<file path="src/rtl/mac_pkg.sv">
`default_nettype none
// ---------------------------------------------------------------------------
// mac_pkg: shared FSM encoding and width limits for mult_accumulator. Rev 1.0
// ---------------------------------------------------------------------------
package mac_pkg;

  typedef enum logic [1:0] {
    IDLE = 2'd0,
    MUL  = 2'd1,
    ACC  = 2'd2,
    OUT  = 2'd3
  } state_t;

  localparam int         ACC_W_DEFAULT = 12;
  localparam int         ACC_W_MIN     = 8;
  localparam int         ACC_W_MAX     = 16;
  localparam logic [3:0] COUNT_MAX     = 4'd15;

endpackage
`default_nettype wire

</file>
<file path="src/rtl/wallace_tree_multiplier.sv">
`default_nettype none
// ---------------------------------------------------------------------------
// wallace_tree_multiplier: 4x4 unsigned multiply, two 3:2 CSA levels. Rev 1.0
// ---------------------------------------------------------------------------
module wallace_tree_multiplier (
  input  logic [3:0] a,
  input  logic [3:0] b,
  output logic [7:0] product
);

  logic [7:0] pp [4];
  logic [7:0] s1, c1, s2, c2;

  genvar i;
  generate
    for (i = 0; i < 4; i++) begin : g_pp
      assign pp[i] = {4'b0000, a & {4{b[i]}}} << i;
    end
  endgenerate

  // The true product never exceeds 225, so dropping carries past bit 7 is safe.
  assign s1 = pp[0] ^ pp[1] ^ pp[2];
  assign c1 = ((pp[0] & pp[1]) | (pp[0] & pp[2]) | (pp[1] & pp[2])) << 1;
  assign s2 = s1 ^ c1 ^ pp[3];
  assign c2 = ((s1 & c1) | (s1 & pp[3]) | (c1 & pp[3])) << 1;

  assign product = s2 + c2;

endmodule
`default_nettype wire

</file>
<file path="src/rtl/mult_accumulator.sv">
`default_nettype none
// ---------------------------------------------------------------------------
// mult_accumulator: sequential multiply-accumulate with clipping sum. Rev 1.0
// ---------------------------------------------------------------------------
module mult_accumulator
  import mac_pkg::*;
#(
  parameter int ACC_W = ACC_W_DEFAULT
) (
  input  logic             clk,
  input  logic             rst_n,
  input  logic             in_valid,
  output logic             in_ready,
  input  logic [3:0]       a,
  input  logic [3:0]       b,
  input  logic             in_last,
  output logic             out_valid,
  input  logic             out_ready,
  output logic [ACC_W-1:0] out_acc,
  output logic [3:0]       out_count,
  output logic             out_sat
);

  state_t           state;
  logic [3:0]       a_q, b_q;
  logic             last_q;
  logic [7:0]       prod, prod_q;
  logic [ACC_W-1:0] acc;
  logic [3:0]       count;
  logic             sat;
  logic [ACC_W:0]   sum;

  wallace_tree_multiplier u_mul (
    .a       (a_q),
    .b       (b_q),
    .product (prod)
  );

  // One spare bit exposes overflow so the sum clips instead of wrapping.
  assign sum = {1'b0, acc} + {{(ACC_W - 7){1'b0}}, prod_q};

  always_ff @(posedge clk or negedge rst_n) begin
    if (!rst_n) begin
      state  <= IDLE;
      a_q    <= '0;
      b_q    <= '0;
      last_q <= 1'b0;
      prod_q <= '0;
      acc    <= '0;
      count  <= '0;
      sat    <= 1'b0;
    end else begin
      case (state)
        IDLE: begin
          if (in_valid) begin
            a_q    <= a;
            b_q    <= b;
            last_q <= in_last;
            state  <= MUL;
          end
        end
        MUL: begin
          prod_q <= prod;
          state  <= ACC;
        end
        ACC: begin
          if (sum[ACC_W]) begin
            acc <= '1;
            sat <= 1'b1;
          end else begin
            acc <= sum[ACC_W-1:0];
          end
          if (count != COUNT_MAX) count <= count + 4'd1;
          state <= last_q ? OUT : IDLE;
        end
        OUT: begin
          if (out_ready) begin
            acc   <= '0;
            count <= '0;
            sat   <= 1'b0;
            state <= IDLE;
          end
        end
        default: state <= IDLE;
      endcase
    end
  end

  assign in_ready  = (state == IDLE);
  assign out_valid = (state == OUT);
  assign out_acc   = out_valid ? acc : '0;
  assign out_count = out_valid ? count : '0;
  assign out_sat   = out_valid & sat;

endmodule
`default_nettype wire

</file>
<file path="config.mk">
export PLATFORM = sky130hd
export DESIGN_NAME = mult_accumulator
export DESIGN_NICKNAME = d
export VERILOG_FILES = /design/src/rtl/mac_pkg.sv /design/src/rtl/wallace_tree_multiplier.sv /design/src/rtl/mult_accumulator.sv
export SDC_FILE = /design/constraint.sdc
export NUM_CORES = 1
export LEC_CHECK = 0
export ABC_AREA = 0
export CAP_MARGIN = 30
export CORE_UTILIZATION = 55
export DETAILED_ROUTE_END_ITERATION = 7
export PLACE_DENSITY = 0.92
export SYNTH_ARGS = -nofsm -noshare
export SYNTH_HDL_FRONTEND = slang
export SYNTH_SLANG_ARGS = --single-unit
export TNS_END_PERCENT = 5
</file>
<file path="constraint.sdc">
create_clock -name clk -period 3.4 [get_ports clk]
set_input_delay 0.85 -clock clk [delete_from_list [all_inputs] [get_ports clk]]
set_output_delay 0.85 -clock clk [all_outputs]
set_load 0.05 [all_outputs]
</file>
---- Word-level counts from Yosys, hierarchy flattened ----
Cells that the tools add are included.
storage, ports and cells
  register bits after elaboration ......... 36
  word-level logic and storage cells ...... 60
  memories kept ........................... 0
  bits in latches ......................... 0
  bits in read-only memories .............. 0
  RAM bits ................................ 0
  input bits .............................. 13
operators by class
  reductions and logical operators ........ 7
  shifts and indexed selects .............. 0
  muxes and demuxes ....................... 15
  multiply operators ...................... 0
  divide/modulo/power cells ............... 0
  eq/ne operators ......................... 8
  add/sub/neg operators ................... 3
  $lt $le $gt $ge ......................... 0
  bitwise operators ....................... 19
operators with widths
  operator                                       number
  2-to-1 mux 12 bit                              3
  case mux 12 bit (2 select lines)               1
  bitwise AND 7 bit                              3
  bitwise OR 7 bit                               3
  bitwise AND 4 bit                              4
  adder 12 x 8 -> 13 bit                         1
  2-to-1 mux 4 bit                               3
  adder 8 bit                                    1
  case mux 2 bit (4 select lines)                1
  case mux 4 bit (2 select lines)                1
  XOR 8 x 7 -> 8 bit                             1
  XOR 8 bit                                      1
  bitwise OR 7 x 6 -> 7 bit                      1
  bitwise AND 4 x 6 -> 6 bit                     1
  bitwise AND 5 x 6 -> 6 bit                     1
  2-to-1 mux 2 bit                               3
  inequality test 2 bit (second input constant)  3
  AND reduction 2 bit                            3
  AND reduction 3 bit                            2
  XOR 5 x 6 -> 6 bit                             1
  bitwise AND 4 x 5 -> 5 bit                     1
  XOR 4 x 5 -> 5 bit                             1
  adder 4 x 1 -> 4 bit (second input constant)   1
  equality test 2 bit (second input constant)    2
  other kinds (8)                                9

---- Depth between registers and ports, before layout ----
  depth after elaboration ................. 8
  depth in mapped cells ................... 9

---- Cells and area by module ----
Synthesis repeated with hierarchy kept, for this count alone.
second synthesis, totals
  cells, all modules ...................... 241
  area, all modules ....................... 2382.3 µm²
by module, submodules not included
  module                   cells an instance  instances  area an instance (µm²)
  mult_accumulator         197                1          2008.2
  wallace_tree_multiplier  44                 1          374.1

---- Worst setup path after synthesis ----
No wires, ideal clock.
  path type ............................... reg2reg
  start point ............................. register b_q[0]
  end point ............................... register prod_q[7]
  library setup time ...................... 0.128 ns
  path buffers ............................ 0
  stages on the path, launching flop included .. 10
  period minus slack after synthesis ...... 2.567 ns
  arrival ................................. 2.439 ns
  required time ........................... 3.272 ns
  slack ................................... 0.833 ns
  path through ............................ dfrtp_1 > nand2_1 > fa_1 > inv_1 > fa_1 > ha_1 > fa_1 > a21o_1 > a21oi_1 > o21ai_0
on the way
  cells in the longest elaborated chain, start to end .. 8
  elaborated cells on any way between the ends .. 15
  classes of those cells .................. 1 x add/sub; 14 x bitwise
ends and longest elaborated chain
  what                                                                             line                           source
  start: declaration                                                               mult_accumulator.sv:25         logic [3:0] a_q, b_q;
  start signal: assignment                                                         mult_accumulator.sv:46         b_q <= '0;
  start signal: assignment                                                         mult_accumulator.sv:57         b_q <= b;
  bitwise AND 4 bit (*)                                                            wallace_tree_multiplier.sv:17  assign pp[i] = {4'b0000, a & {4{b[i]}}} << i;
  bitwise AND 4 x 5 -> 5 bit / bitwise AND 4 x 6 -> 6 bit (equally long branches)  wallace_tree_multiplier.sv:23  assign c1 = ((pp[0] & pp[1]) | (pp[0] & pp[2]) | (pp[1] & pp[2])) << 1;
  bitwise OR 7 bit                                                                 wallace_tree_multiplier.sv:23
  bitwise OR 7 x 6 -> 7 bit                                                        wallace_tree_multiplier.sv:23
  bitwise AND 7 bit                                                                wallace_tree_multiplier.sv:25  assign c2 = ((s1 & c1) | (s1 & pp[3]) | (c1 & pp[3])) << 1;
  bitwise OR 7 bit (2 in a row)                                                    wallace_tree_multiplier.sv:25
  adder 8 bit (*)                                                                  wallace_tree_multiplier.sv:27  assign product = s2 + c2;
  end signal: assignment                                                           mult_accumulator.sv:63         prod_q <= prod;
  end: declaration                                                                 mult_accumulator.sv:27         logic [7:0] prod, prod_q;
Mark *: on every way between the ends. The rest lies on a longest branch, timed or not.
A chain may end at the register's enable or synchronous reset.

---- Final worst setup path ----
  start point ............................. register state[0]
  end point ............................... output out_acc[1]
on the way
  cells in the longest elaborated chain, start to end .. 2
ends and longest elaborated chain
  what                      line                    source
  start: declaration        mult_accumulator.sv:24  state_t state;
  start signal: assignment  mult_accumulator.sv:74  state <= last_q ? OUT : IDLE;
  equality test 2 bit       mult_accumulator.sv:90  assign out_valid = (state == OUT);
  2-to-1 mux 12 bit         mult_accumulator.sv:91  assign out_acc = out_valid ? acc : '0;
  end: declaration          mult_accumulator.sv:19  output logic [ACC_W-1:0] out_acc,
Every way passes these cells.

==> reports/results.ini <==
[setup_path]
worstSetupEndpointType=primary output
critPathKind=reg -> out
worst-r2r-setup-slack_ps=630
critPathArrivalTime_ps=2170
cp_data_required_time_ps=2550
regToRegEndpoint=prod_q[7]$_DFFE_PN0N_
cp_max_fo=29
r2r_cells=9
rr_startpoint=a_q[3]$_DFFE_PN0P_
startpoint_type=register

[logic_synthesis]
async_reset_ff_share_pct=100.0
synth_top_area_share_pct=38.86
synth_top_family_by_area=simple AND/OR/NAND/NOR gates
synth-edff-count=0
syn_inst=226
synth_top_area_cell=dfrtp_1
synth.avg_cell_area_sq_um=10.26
synth_nets=262
synth_most_common_cell=dfrtp_1
synth-seq-cells=36
ys_top_cells_by_area=dfrtp_1, ha_1, fa_1
synth_fa_ha_area_share_pct=14.68
synth_mux_area_share_pct=6.692
synth.cell_area_sq_um=2318
yosys_warnings=0
ys_top_cells_by_count=dfrtp_1, and3_1, nand2_1
synth_sequential_area_ratio_pct=38.86
ys_types=39
synthXorXnorAreaFrac_pct=2.644
dominantRegCellSynth=dfrtp_1
synth-compound-area-share_pct=16.68
yosys.area_share.simple_pct=17.97

[sta]
clock-skew-final_ps=8.276
rsz0062_at_grt=no
drv_slew=0
worst_slack_ps=378.6
fin_crit_sh_pct=88.86
period_needed_ps=3021
timing.fmax_mhz=331.0
setup_tns_ps=0
hold_viol=0
worst_pin_slew_ps=726.6
maxSlewHeadroom_pct=51.56
setup_viol=0

[power_and_ir_drop]
p_total_w=0.002706
leakagePower_nw=1.351
ir_worst_vdd_v=0.0006133
p_per_area_nw_per_um2=977.6

[worst_hold_path]
hold_path_class=reg -> reg
worstHoldEndpoint=prod_q[0]$_DFFE_PN0N_
hp-start=prod_q[0]$_DFFE_PN0N_
whs_path_depth=2

[floorplan]
rows=23
die_w_um=66.93
design.core.area_sq_um=4029
die_y_um=66.93
ios=32
start_util_pct=57.55
dieArea_sq_um=4479

[clocking]
htreeDepth=2
post_cts_resized=0
clk_pin_slew_worst_paths_ps=70
clock-sinks=36
clockBufferDepth=2
postCtsHoldBufs=0
cts_made_buffers=5
cts_root_buffer=clkbuf_8
clock_latency_ps=290
cts_setup_buffers=0
cts_tree=done

[route]
drt_iter0_drc=125
firstDrtPassIters=4
routed_wl_um=4865
wl_per_cell_um=15.85
drt.antenna.violating_nets=0
drc=0
via_per_inst=5.853
num_vias=1797

[global_routing]
antenna_found_initial=0
overflow=0
grt_pass1_vias=1719
grt_pass1_wl_um=8052
grt.total_usage_pct=24.65
grt_max_degree=37

[placed_design]
dp_hpwl_um=3568
gp_congestion=0.8649
preCtsSetupSlack_ps=640.4
port_buffers=31

[status]
status=completed

[final_layout]
area_delta_synth_final_pct=19.37
drive_above_1_share_pct=10.12
layout.core_utilization_pct=68.70
finalNetCount=293
insertedDiodeCount=0

[job]
drv_cap=0

[power by group]
group | internal (W) | leakage (nW) | switching [W]
clock network | 0.000180 | 0.0503 | 0.000147
registers | 0.000606 | 0.452 | 0.000228
logic | 0.000710 | 0.848 | 0.000835
total | 0.00150 | 1.35 | 0.00121
[per-stage QoR]
stage	instances	hold slack, ps	area (sq um)
5_1_grt	307	536.4	2768
4_1_cts	306	511.2	2760
2_1_floorplan	226	456.3	2318
3_3_place_gp	299	485.6	2664
3_5_place_dp	299	495.5	2664
6_report	307	511.0	2768
[sequential cells by signal, indices dropped and copies added (netlist names)]
name / flops
sat: 1
count: 4
state: 2
acc: 12
b_q: 4
prod_q: 8
last_q: 1
a_q: 4
[logic make-up (layout without fill, tap and decap cells)]
family | after synthesis | after routing
AND/OR/NAND/NOR | 76 | 76
flip-flops | 36 | 36
buffers and inverters | 14 | 45
multiplexers | 14 | 14
AO/OA/AOI/OAI | 56 | 56
adder cells (fa/ha/maj) | 23 | 23
XOR/XNOR | 7 | 7
[layout by cell type (no fill, tap or decap), types with 3 or more instances in the layout]
| cell type | count |
|---|---|
| nand2_1 | 17 |
| o21ai_1 | 3 |
| mux2_2 | 11 |
| clkdlybuf4s50_1 | 31 |
| xor2_1 | 3 |
| dfrtp_1 | 36 |
| and2_1 | 16 |
| a21oi_1 | 14 |
| clkbuf_8 | 7 |
| xnor2_1 | 4 |
| ha_1 | 16 |
| inv_1 | 4 |
| a221o_1 | 4 |
| a211oi_1 | 3 |
| nor3_1 | 4 |
| fa_1 | 7 |
| buf_4 | 3 |
| nor2_1 | 10 |
| nand2b_1 | 3 |
| o21ai_0 | 11 |
| and3_1 | 19 |
| a21o_1 | 8 |
[layer usage]
metal	global-route usage (%)	share of wire, %	vias up
met5	0	0	-
met4	7.979	1.1	0
met3	6.164	4.0	6
met2	41.04	50	41
met1	31.10	45	875
li1	-	-	875
[how the worst max path moves through the flow]
stage	startpoint	endpoint	cells after the start
after detailed placement	b_q[0]$_DFFE_PN0P_	prod_q[7]$_DFFE_PN0N_	9
after global routing	state[1]$_DFFE_PN0P_	out_acc[1]	2
final	state[0]$_DFFE_PN0P_	out_acc[1]	2
after CTS	state[0]$_DFFE_PN0P_	out_acc[1]	2
after floorplan	b_q[0]$_DFFE_PN0P_	prod_q[7]$_DFFE_PN0N_	9
after global placement	a_q[3]$_DFFE_PN0P_	prod_q[7]$_DFFE_PN0N_	9
[layout make-up]
class	instances	area, sq um
Clock buffer	7	96.34
Fill cell	316	1261
Inverter	4	15.01
Multi-Input combinational cell	176	1360
Sequential cell	36	900.9
Tap cell	50	62.56
Timing Repair Buffer	34	332.8
[critical path, stage by stage (launching register included)]
cell             delay [ps]
dfrtp_1                 810
and3_1                  270
clkdlybuf4s50_1         800
Power figures use the tool's default switching activity.
